## src/rtl/tag_hit_check_ctrl_if.sv

```systemverilog
// Request/response handshake bundle between a requester and the tag lookup controller.
// The master drives requests and accepts responses; the slave (controller) does the reverse.
interface tag_hit_check_ctrl_if #(
  parameter int IDX_W = 3,
  parameter int TAG_W = 13
);
  logic                   req_valid;
  logic                   req_ready;
  logic [TAG_W+IDX_W-1:0] req_addr;
  logic                   req_write;
  logic                   resp_valid;
  logic                   resp_ready;
  logic                   resp_hit;
  logic                   resp_alloc;

  modport master (
    output req_valid, req_addr, req_write, resp_ready,
    input  req_ready, resp_valid, resp_hit, resp_alloc
  );

  modport slave (
    input  req_valid, req_addr, req_write, resp_ready,
    output req_ready, resp_valid, resp_hit, resp_alloc
  );
endinterface

```

## src/rtl/tag_hit_check_ctrl.sv

```systemverilog
// Tag lookup controller in front of a sync-read tag RAM: hit/miss detection, write-miss
// allocation, optional post-reset invalidate sweep and saturating hit/miss counters.
module tag_hit_check_ctrl #(
  parameter int IDX_W      = 3,
  parameter int TAG_W      = 13,
  parameter int CNT_W      = 16,
  parameter bit CLR_ON_RST = 1'b0
) (
  input  logic                 clock,
  input  logic                 reset,
  tag_hit_check_ctrl_if.slave  bus,
  output logic [IDX_W-1:0]     tram_addr,
  output logic                 tram_we,
  output logic [TAG_W:0]       tram_din,
  input  logic [TAG_W:0]       tram_dout,
  output logic [CNT_W-1:0]     hit_cnt,
  output logic [CNT_W-1:0]     miss_cnt
);

  typedef enum logic [2:0] {
    INIT   = 3'd0,
    IDLE   = 3'd1,
    LOOKUP = 3'd2,
    ALLOC  = 3'd3,
    RESP   = 3'd4
  } state_t;

  localparam state_t           RST_STATE = CLR_ON_RST ? INIT : IDLE;
  localparam logic [IDX_W-1:0] IDX_LAST  = {IDX_W{1'b1}};
  localparam logic [CNT_W-1:0] CNT_MAX   = {CNT_W{1'b1}};

  state_t             state_r;
  state_t             state_s;
  logic [TAG_W-1:0]   tag_r;
  logic [IDX_W-1:0]   idx_r;
  logic [IDX_W-1:0]   clr_cnt_r;
  logic               write_r;
  logic               req_ready_r;
  logic               resp_valid_r;
  logic               resp_hit_r;
  logic               resp_alloc_r;
  logic [CNT_W-1:0]   hit_cnt_r;
  logic [CNT_W-1:0]   miss_cnt_r;
  logic               accept_s;
  logic               hit_s;
  logic               resp_done_s;

  function automatic logic [CNT_W-1:0] sat_inc(input logic [CNT_W-1:0] v);
    if (v == CNT_MAX) begin
      return v;
    end else begin
      return v + {{(CNT_W-1){1'b0}}, 1'b1};
    end
  endfunction

  assign accept_s    = bus.req_valid & req_ready_r;
  assign hit_s       = tram_dout[TAG_W] & (tram_dout[TAG_W-1:0] == tag_r);
  assign resp_done_s = resp_valid_r & bus.resp_ready;

  assign bus.req_ready  = req_ready_r;
  assign bus.resp_valid = resp_valid_r;
  assign bus.resp_hit   = resp_hit_r;
  assign bus.resp_alloc = resp_alloc_r;
  assign hit_cnt        = hit_cnt_r;
  assign miss_cnt       = miss_cnt_r;

  // Next state and RAM drive; IDLE passes the request index straight through so the RAM
  // samples it on the accept edge, and a write is suppressed while reset is high.
  always_comb begin
    state_s   = state_r;
    tram_addr = idx_r;
    tram_we   = 1'b0;
    tram_din  = {(TAG_W+1){1'b0}};
    case (state_r)
      INIT: begin
        tram_addr = clr_cnt_r;
        tram_we   = ~reset;
        if (clr_cnt_r == IDX_LAST) begin
          state_s = IDLE;
        end else begin
          state_s = INIT;
        end
      end
      IDLE: begin
        tram_addr = bus.req_addr[IDX_W-1:0];
        if (accept_s) begin
          state_s = LOOKUP;
        end else begin
          state_s = IDLE;
        end
      end
      LOOKUP: begin
        if (write_r & ~hit_s) begin
          state_s = ALLOC;
        end else begin
          state_s = RESP;
        end
      end
      ALLOC: begin
        tram_we  = ~reset;
        tram_din = {1'b1, tag_r};
        state_s  = RESP;
      end
      RESP: begin
        if (resp_done_s) begin
          state_s = IDLE;
        end else begin
          state_s = RESP;
        end
      end
      default: begin
        state_s = RST_STATE;
      end
    endcase
  end

  // State, request capture and handshake outputs, all registered.
  always_ff @(posedge clock) begin
    if (reset) begin
      state_r      <= RST_STATE;
      clr_cnt_r    <= {IDX_W{1'b0}};
      tag_r        <= {TAG_W{1'b0}};
      idx_r        <= {IDX_W{1'b0}};
      write_r      <= 1'b0;
      req_ready_r  <= 1'b0;
      resp_valid_r <= 1'b0;
      resp_hit_r   <= 1'b0;
      resp_alloc_r <= 1'b0;
    end else begin
      state_r      <= state_s;
      req_ready_r  <= (state_s == IDLE);
      resp_valid_r <= (state_s == RESP);
      if (state_r == INIT) begin
        clr_cnt_r <= clr_cnt_r + {{(IDX_W-1){1'b0}}, 1'b1};
      end
      if (accept_s) begin
        tag_r   <= bus.req_addr[TAG_W+IDX_W-1:IDX_W];
        idx_r   <= bus.req_addr[IDX_W-1:0];
        write_r <= bus.req_write;
      end
      if ((state_r == LOOKUP) && (state_s == RESP)) begin
        resp_hit_r   <= hit_s;
        resp_alloc_r <= 1'b0;
      end
      if (state_r == ALLOC) begin
        resp_hit_r   <= 1'b0;
        resp_alloc_r <= 1'b1;
      end
    end
  end

  // Saturating hit/miss statistics, one update per lookup.
  always_ff @(posedge clock) begin
    if (reset) begin
      hit_cnt_r  <= {CNT_W{1'b0}};
      miss_cnt_r <= {CNT_W{1'b0}};
    end else if (state_r == LOOKUP) begin
      if (hit_s) begin
        hit_cnt_r <= sat_inc(hit_cnt_r);
      end else begin
        miss_cnt_r <= sat_inc(miss_cnt_r);
      end
    end
  end

endmodule

```

## src/flat_wrapper.sv

```systemverilog
// flat-port wrapper written by rule: the top's interface ports become plain ports
module tag_hit_check_ctrl_flat 
#(
  parameter int IDX_W      = 3,
  parameter int TAG_W      = 13,
  parameter int CNT_W      = 16,
  parameter bit CLR_ON_RST = 1'b0
)
  (clock, reset, tram_addr, tram_we, tram_din, tram_dout, hit_cnt, miss_cnt, bus_req_valid, bus_req_addr, bus_req_write, bus_resp_ready, bus_req_ready, bus_resp_valid, bus_resp_hit, bus_resp_alloc);
  tag_hit_check_ctrl_if #(.IDX_W(IDX_W), .TAG_W(TAG_W)) bus_i ();
  input  logic clock;
  input  logic reset;
  output logic [IDX_W-1:0] tram_addr;
  output logic tram_we;
  output logic [TAG_W:0] tram_din;
  input  logic [TAG_W:0] tram_dout;
  output logic [CNT_W-1:0] hit_cnt;
  output logic [CNT_W-1:0] miss_cnt;
  input wire logic [$bits(bus_i.req_valid)-1:0] bus_req_valid;
  input wire logic [$bits(bus_i.req_addr)-1:0] bus_req_addr;
  input wire logic [$bits(bus_i.req_write)-1:0] bus_req_write;
  input wire logic [$bits(bus_i.resp_ready)-1:0] bus_resp_ready;
  output wire logic [$bits(bus_i.req_ready)-1:0] bus_req_ready;
  output wire logic [$bits(bus_i.resp_valid)-1:0] bus_resp_valid;
  output wire logic [$bits(bus_i.resp_hit)-1:0] bus_resp_hit;
  output wire logic [$bits(bus_i.resp_alloc)-1:0] bus_resp_alloc;
  assign bus_i.req_valid = bus_req_valid;
  assign bus_i.req_addr = bus_req_addr;
  assign bus_i.req_write = bus_req_write;
  assign bus_i.resp_ready = bus_resp_ready;
  assign bus_req_ready = bus_i.req_ready;
  assign bus_resp_valid = bus_i.resp_valid;
  assign bus_resp_hit = bus_i.resp_hit;
  assign bus_resp_alloc = bus_i.resp_alloc;
  tag_hit_check_ctrl #(.IDX_W(IDX_W), .TAG_W(TAG_W), .CNT_W(CNT_W), .CLR_ON_RST(CLR_ON_RST)) u_core (.clock(clock), .reset(reset), .bus(bus_i), .tram_addr(tram_addr), .tram_we(tram_we), .tram_din(tram_din), .tram_dout(tram_dout), .hit_cnt(hit_cnt), .miss_cnt(miss_cnt));
endmodule
```

## config.mk

```make
export PLATFORM = sky130hd
export DESIGN_NAME = tag_hit_check_ctrl_flat
export DESIGN_NICKNAME = d
export VERILOG_FILES = /design/src/rtl/tag_hit_check_ctrl_if.sv /design/src/rtl/tag_hit_check_ctrl.sv /design/src/flat_wrapper.sv
export SDC_FILE = /design/constraint.sdc
export NUM_CORES = 1
export LEC_CHECK = 0
export CAP_MARGIN = 0
export CORE_MARGIN = 2
export CORE_UTILIZATION = 43
export DETAILED_ROUTE_END_ITERATION = 12
export GPL_TIMING_DRIVEN = 0
export PLACE_DENSITY = 0.77
export SETUP_SLACK_MARGIN = 0.4
export SLEW_MARGIN = 5
export SYNTH_ARGS = -nofsm -noshare
export SYNTH_HDL_FRONTEND = slang
export SYNTH_SLANG_ARGS = --single-unit
export TNS_END_PERCENT = 50
```

## constraint.sdc

```tcl
create_clock -name clock -period 1.95 [get_ports clock]
set_input_delay 0.39 -clock clock [delete_from_list [all_inputs] [get_ports clock]]
set_output_delay 0.39 -clock clock [all_outputs]
set_load 0.02 [all_outputs]
```

==> reports/qor.log <==
INFO  clock_tree     max-clock-path-buffers=2
INFO  cells_and_area finalNonFillerCells=637
INFO  synth          sequential_to_total_area_share_from_yosys_stat=0.3896
INFO  power_and_ir_drop power.total=2938uW
INFO  detailed_routing num_vias=3774
INFO  detailed_routing detail_route.first_pass.iterations=5
INFO  sta            fin_crit=2188ps
INFO  power_and_ir_drop p_per_area=561.3mW/mm^2
INFO  sta            final.setup.worst_slack=-237.8ps
INFO  job            timing.max_cap.violations=0
INFO  synth          synth-edff-count=0
INFO  cells_and_area final_design_area_no_fill=0.005234sqmm
INFO  synth          synth.lib_cells_used.distinct=40
INFO  die            start_util=0.4462
INFO  sta            worst_pin_slew=609.3ps
INFO  worst_setup_path critical_register_to_register_path_startpoint=u_core.tag_r[7]
INFO  synth          synth.ff_latch_count=59
INFO  sta            fin_worst_skew=13.17ps
INFO  worst_setup_path worstPathArrival=2460ps
INFO  sta            slew-limit-headroom=0.5938
INFO  worst_setup_path critical_path_class=reg -> reg
INFO  sta            timing.final.hold_violations=0
INFO  synth          syn_area_per_cell=7.957squm
INFO  cells_and_area flow.area_growth_from_synthesis=72.64%
INFO  detailed_routing routed_wire_length_per_instance=19.92um
INFO  sta            finalHoldWorstSlack=473.1ps
INFO  worst_setup_path timing.critical_path.buf_inv=1
INFO  global_route   grt_pass1_wl=18.24mm
INFO  outcome        failed_checks=setup timing
INFO  sta            rsz0062_at_grt=true
INFO  synth          post-synth-top-area-cell=sky130_fd_sc_hd__dfxtp_1
INFO  worst_setup_path endpoint_kind=register
INFO  clock_tree     insertion_delay=360ps
INFO  synth          yosys.cell_count.top_type=sky130_fd_sc_hd__dfxtp_1
INFO  power_and_ir_drop vdd_drop_max=501.2uV
INFO  sta            final_critical_path_share_of_the_clock_period=1.122
INFO  worst_setup_path cp_top_family=simple AND/OR/NAND/NOR gates
INFO  synth          most_area_consuming_cells_after_synthesis=sky130_fd_sc_hd__dfxtp_1 (39%), sky130_fd_sc_hd__a21oi_1 (7.6%), sky130_fd_sc_hd__nand2_1 (6.6%), sky130_fd_sc_hd__nand4_1 (4.5%), sky130_fd_sc_hd__xnor2_1 (4.0%)
INFO  synth          yosysWarnings=0
INFO  synth          synth_flop_cell=sky130_fd_sc_hd__dfxtp_1
INFO  global_route   total_routing_usage_gr=0.3084
INFO  synth          mappedNetlistArea=0.003032sqmm
INFO  cells_and_area drive_gt1_frac=0.4137
INFO  clock_tree     cts.clk_slew.worst_paths=80ps
INFO  die            num_rows=30
INFO  clock_tree     clock_tree_from_tritoncts=yes
INFO  sta            setup_viol=45
INFO  synth          synth.top_cell.area_share=0.3896
INFO  clock_tree     cts_htree_levels=3
INFO  detailed_routing drc=0
INFO  worst_setup_path cpMaxStageDelayCell=sky130_fd_sc_hd__or4_4
INFO  clock_tree     cts_inserted_buffers=9
INFO  worst_setup_path critPathLaunchType=register
INFO  outcome        outcome=complete, but fails checks
INFO  worst_setup_path crit_path_cell_trace=xnor2_2 -> nand4_1 -> or4_4 -> buf_4 -> or3_1 -> a21oi_1
INFO  worst_setup_path critPathMaxFanout=10
INFO  die            die_w=87.97um
INFO  sta            maxSlewViolCount=0
INFO  cells_and_area nets=573
INFO  placement      dp.final_hpwl=6.345mm
INFO  global_route   globalRouteOverflowTotal=0
INFO  synth          async_reset_ff_frac=0
INFO  detailed_routing finalWirelength=12.69mm
INFO  min_path       timing.hold.worst.class=reg -> reg
INFO  die            top_level_ports=89
INFO  worst_setup_path worstPathRequired=2220ps
INFO  global_route   grt_start_max_net_pins=13
INFO  synth          post_syn_instances=381
INFO  detailed_routing dr.first_iter.drc_count=305
INFO  worst_setup_path crit_start=u_core.tag_r[7]
INFO  placement      placed_cells=565
INFO  sta            fmaxAchievable=0.4571GHz
INFO  min_path       min_from=u_core.idx_r[1]
INFO  die            core_area=0.006794sqmm
INFO  clock_tree     root_buffer=sky130_fd_sc_hd__clkbuf_8
INFO  detailed_routing drt.antenna.violating_nets=0
INFO  placement      port_buffers=88
INFO  clock_tree     clkSinkCount=59
INFO  worst_setup_path critical-path-max-stage-delay=620ps
INFO  placement      gp_congestion=0.8599
INFO  power_and_ir_drop static-leakage-power=0.002158uW
INFO  synth          synth.net_count=420
INFO  die            fp.dieH=87.97um
INFO  placement      post_dp_cell_area=0.004141sqmm
INFO  global_route   number_of_antenna_violations_at_the_first_check_in_global_routing=0
INFO  synth          synth.top_cells.by_count=sky130_fd_sc_hd__dfxtp_1 (59), sky130_fd_sc_hd__nand2_1 (53), sky130_fd_sc_hd__a21oi_1 (46), sky130_fd_sc_hd__nand4_1 (22), sky130_fd_sc_hd__o21ai_0 (22)
INFO  die            die_area=0.007738sqmm
INFO  global_route   grt_pass1_vias=3709
INFO  detailed_routing detail_route.vias_per_cell=5.925
## kinds of logic (layout without fill, tap and decap cells)
logic type      count (synthesis)  after routing  synth area share
other cells                     0              2                 0
mux                            14             14           0.05035
compound gates                 78             78            0.1379
xor+xnor                       15             15           0.04334
fa+ha+maj                       4              4           0.01651
simple gates                  185            185            0.3269
buf+inv                        26            184           0.03549
flops                          59             59            0.3896
## path summary, 6_finish.rpt
kind / depth (start not counted) / slack [ps] / to
worst max-delay path: 6 / -240 / u_core.hit_cnt[8]
worst min-delay path: 2 / 470 / u_core.idx_r[1]
worst max register to register: 6 / -240 / u_core.hit_cnt[8]
worst min register to register: 2 / 470 / u_core.idx_r[1]
## worst reg2reg max path, stage by stage (launching register included)
cell,delay [ps]
sky130_fd_sc_hd__dfxtp_4,370
sky130_fd_sc_hd__xnor2_2,140
sky130_fd_sc_hd__nand4_1,170
sky130_fd_sc_hd__or4_4,620
sky130_fd_sc_hd__buf_4,210
sky130_fd_sc_hd__or3_1,370
sky130_fd_sc_hd__a21oi_1,210
## placed cells by master, fill, tap and decap left out, types with 3 or more instances in the layout
cell / n
sky130_fd_sc_hd__mux2i_1: 4
sky130_fd_sc_hd__dfxtp_1: 36
sky130_fd_sc_hd__nand4_1: 22
sky130_fd_sc_hd__clkbuf_8: 14
sky130_fd_sc_hd__nand3_2: 3
sky130_fd_sc_hd__nor2b_1: 11
sky130_fd_sc_hd__buf_4: 43
sky130_fd_sc_hd__clkbuf_16: 3
sky130_fd_sc_hd__and3_1: 6
sky130_fd_sc_hd__mux2_4: 3
sky130_fd_sc_hd__nand3_1: 9
sky130_fd_sc_hd__and2_4: 13
sky130_fd_sc_hd__dfxtp_4: 8
sky130_fd_sc_hd__and4_1: 4
sky130_fd_sc_hd__nand2_1: 46
sky130_fd_sc_hd__a21oi_1: 38
sky130_fd_sc_hd__or3_1: 15
sky130_fd_sc_hd__dfxtp_2: 15
sky130_fd_sc_hd__or4_4: 4
sky130_fd_sc_hd__mux2_2: 7
sky130_fd_sc_hd__xnor2_2: 6
sky130_fd_sc_hd__nor2_1: 18
sky130_fd_sc_hd__buf_8: 6
sky130_fd_sc_hd__clkdlybuf4s50_1: 20
sky130_fd_sc_hd__nor2_4: 3
sky130_fd_sc_hd__clkbuf_2: 10
sky130_fd_sc_hd__a21oi_2: 8
sky130_fd_sc_hd__and2_1: 3
sky130_fd_sc_hd__clkinv_4: 3
sky130_fd_sc_hd__nor3_1: 3
sky130_fd_sc_hd__dlygate4sd2_1: 42
sky130_fd_sc_hd__o31ai_1: 4
sky130_fd_sc_hd__o21ai_2: 13
sky130_fd_sc_hd__o21ai_0: 6
sky130_fd_sc_hd__o21ai_1: 3
sky130_fd_sc_hd__xnor2_1: 8
sky130_fd_sc_hd__nand2_2: 6
sky130_fd_sc_hd__clkdlybuf4s15_1: 3
sky130_fd_sc_hd__buf_6: 31
## power breakdown
part	internal, uW	switching [uW]
clock network	598	589
logic	235	244
registers	1230	38.2
total	2070	871
## cell type report
| cell class | count | area [sq um] |
|---|---|---|
| diodes | 2 | 5.005 |
| plain buffers | 25 | 277.8 |
| clock buffers | 9 | 123.9 |
| clock inverters | 7 | 77.57 |
| fillers | 435 | 1560 |
| inverters | 1 | 3.754 |
| multi-input cells | 296 | 2097 |
| flip-flops and latches | 59 | 1230 |
| well taps | 96 | 120.1 |
| repair buffers | 142 | 1299 |
## sequential cells by signal, summed over array words and instances, names as in the netlist
register / flops
u_core.bus.resp_valid: 1
u_core.miss_cnt: 16
u_core.hit_cnt: 16
u_core.bus.req_ready: 1
u_core.state_r: 3
u_core.write_r: 1
u_core.tag_r: 13
u_core.clr_cnt_r: 3
u_core.bus.resp_alloc: 1
u_core.idx_r: 3
u_core.bus.resp_hit: 1
## through the flow
stage,utilization,TNS [ps],setup WS (ps)
2_1_floorplan,-,0,9.412
3_3_place_gp,0.6096,-38020,-1050
4_1_cts,0.7411,-1419,-110.6
6_report,0.7704,-4892,-237.8
5_1_grt,0.7696,-5974,-243.3
3_5_place_dp,0.6096,-39540,-1041
## repair_timing
item	4_1_cts	5_1_grt
cloned	6	0
hold buffers	0	0
pin swaps	48	25
endpoints found under the setup margin	113	82
resized for setup	281	57
setup buffers	39	9
## per-layer routing
| layer | up-vias | share of wire | GRT usage | wire, um |
|---|---|---|---|---|
| li1 | 1672 | - | - | - |
| met1 | 1799 | 0.37 | 0.3591 | 4740 |
| met2 | 239 | 0.50 | 0.5241 | 6388 |
| met3 | 64 | 0.071 | 0.07352 | 904 |
| met4 | 0 | 0.051 | 0.1622 | 653 |
| met5 | - | 0 | 0 | 0 |
Power figures use the tool's default switching activity.
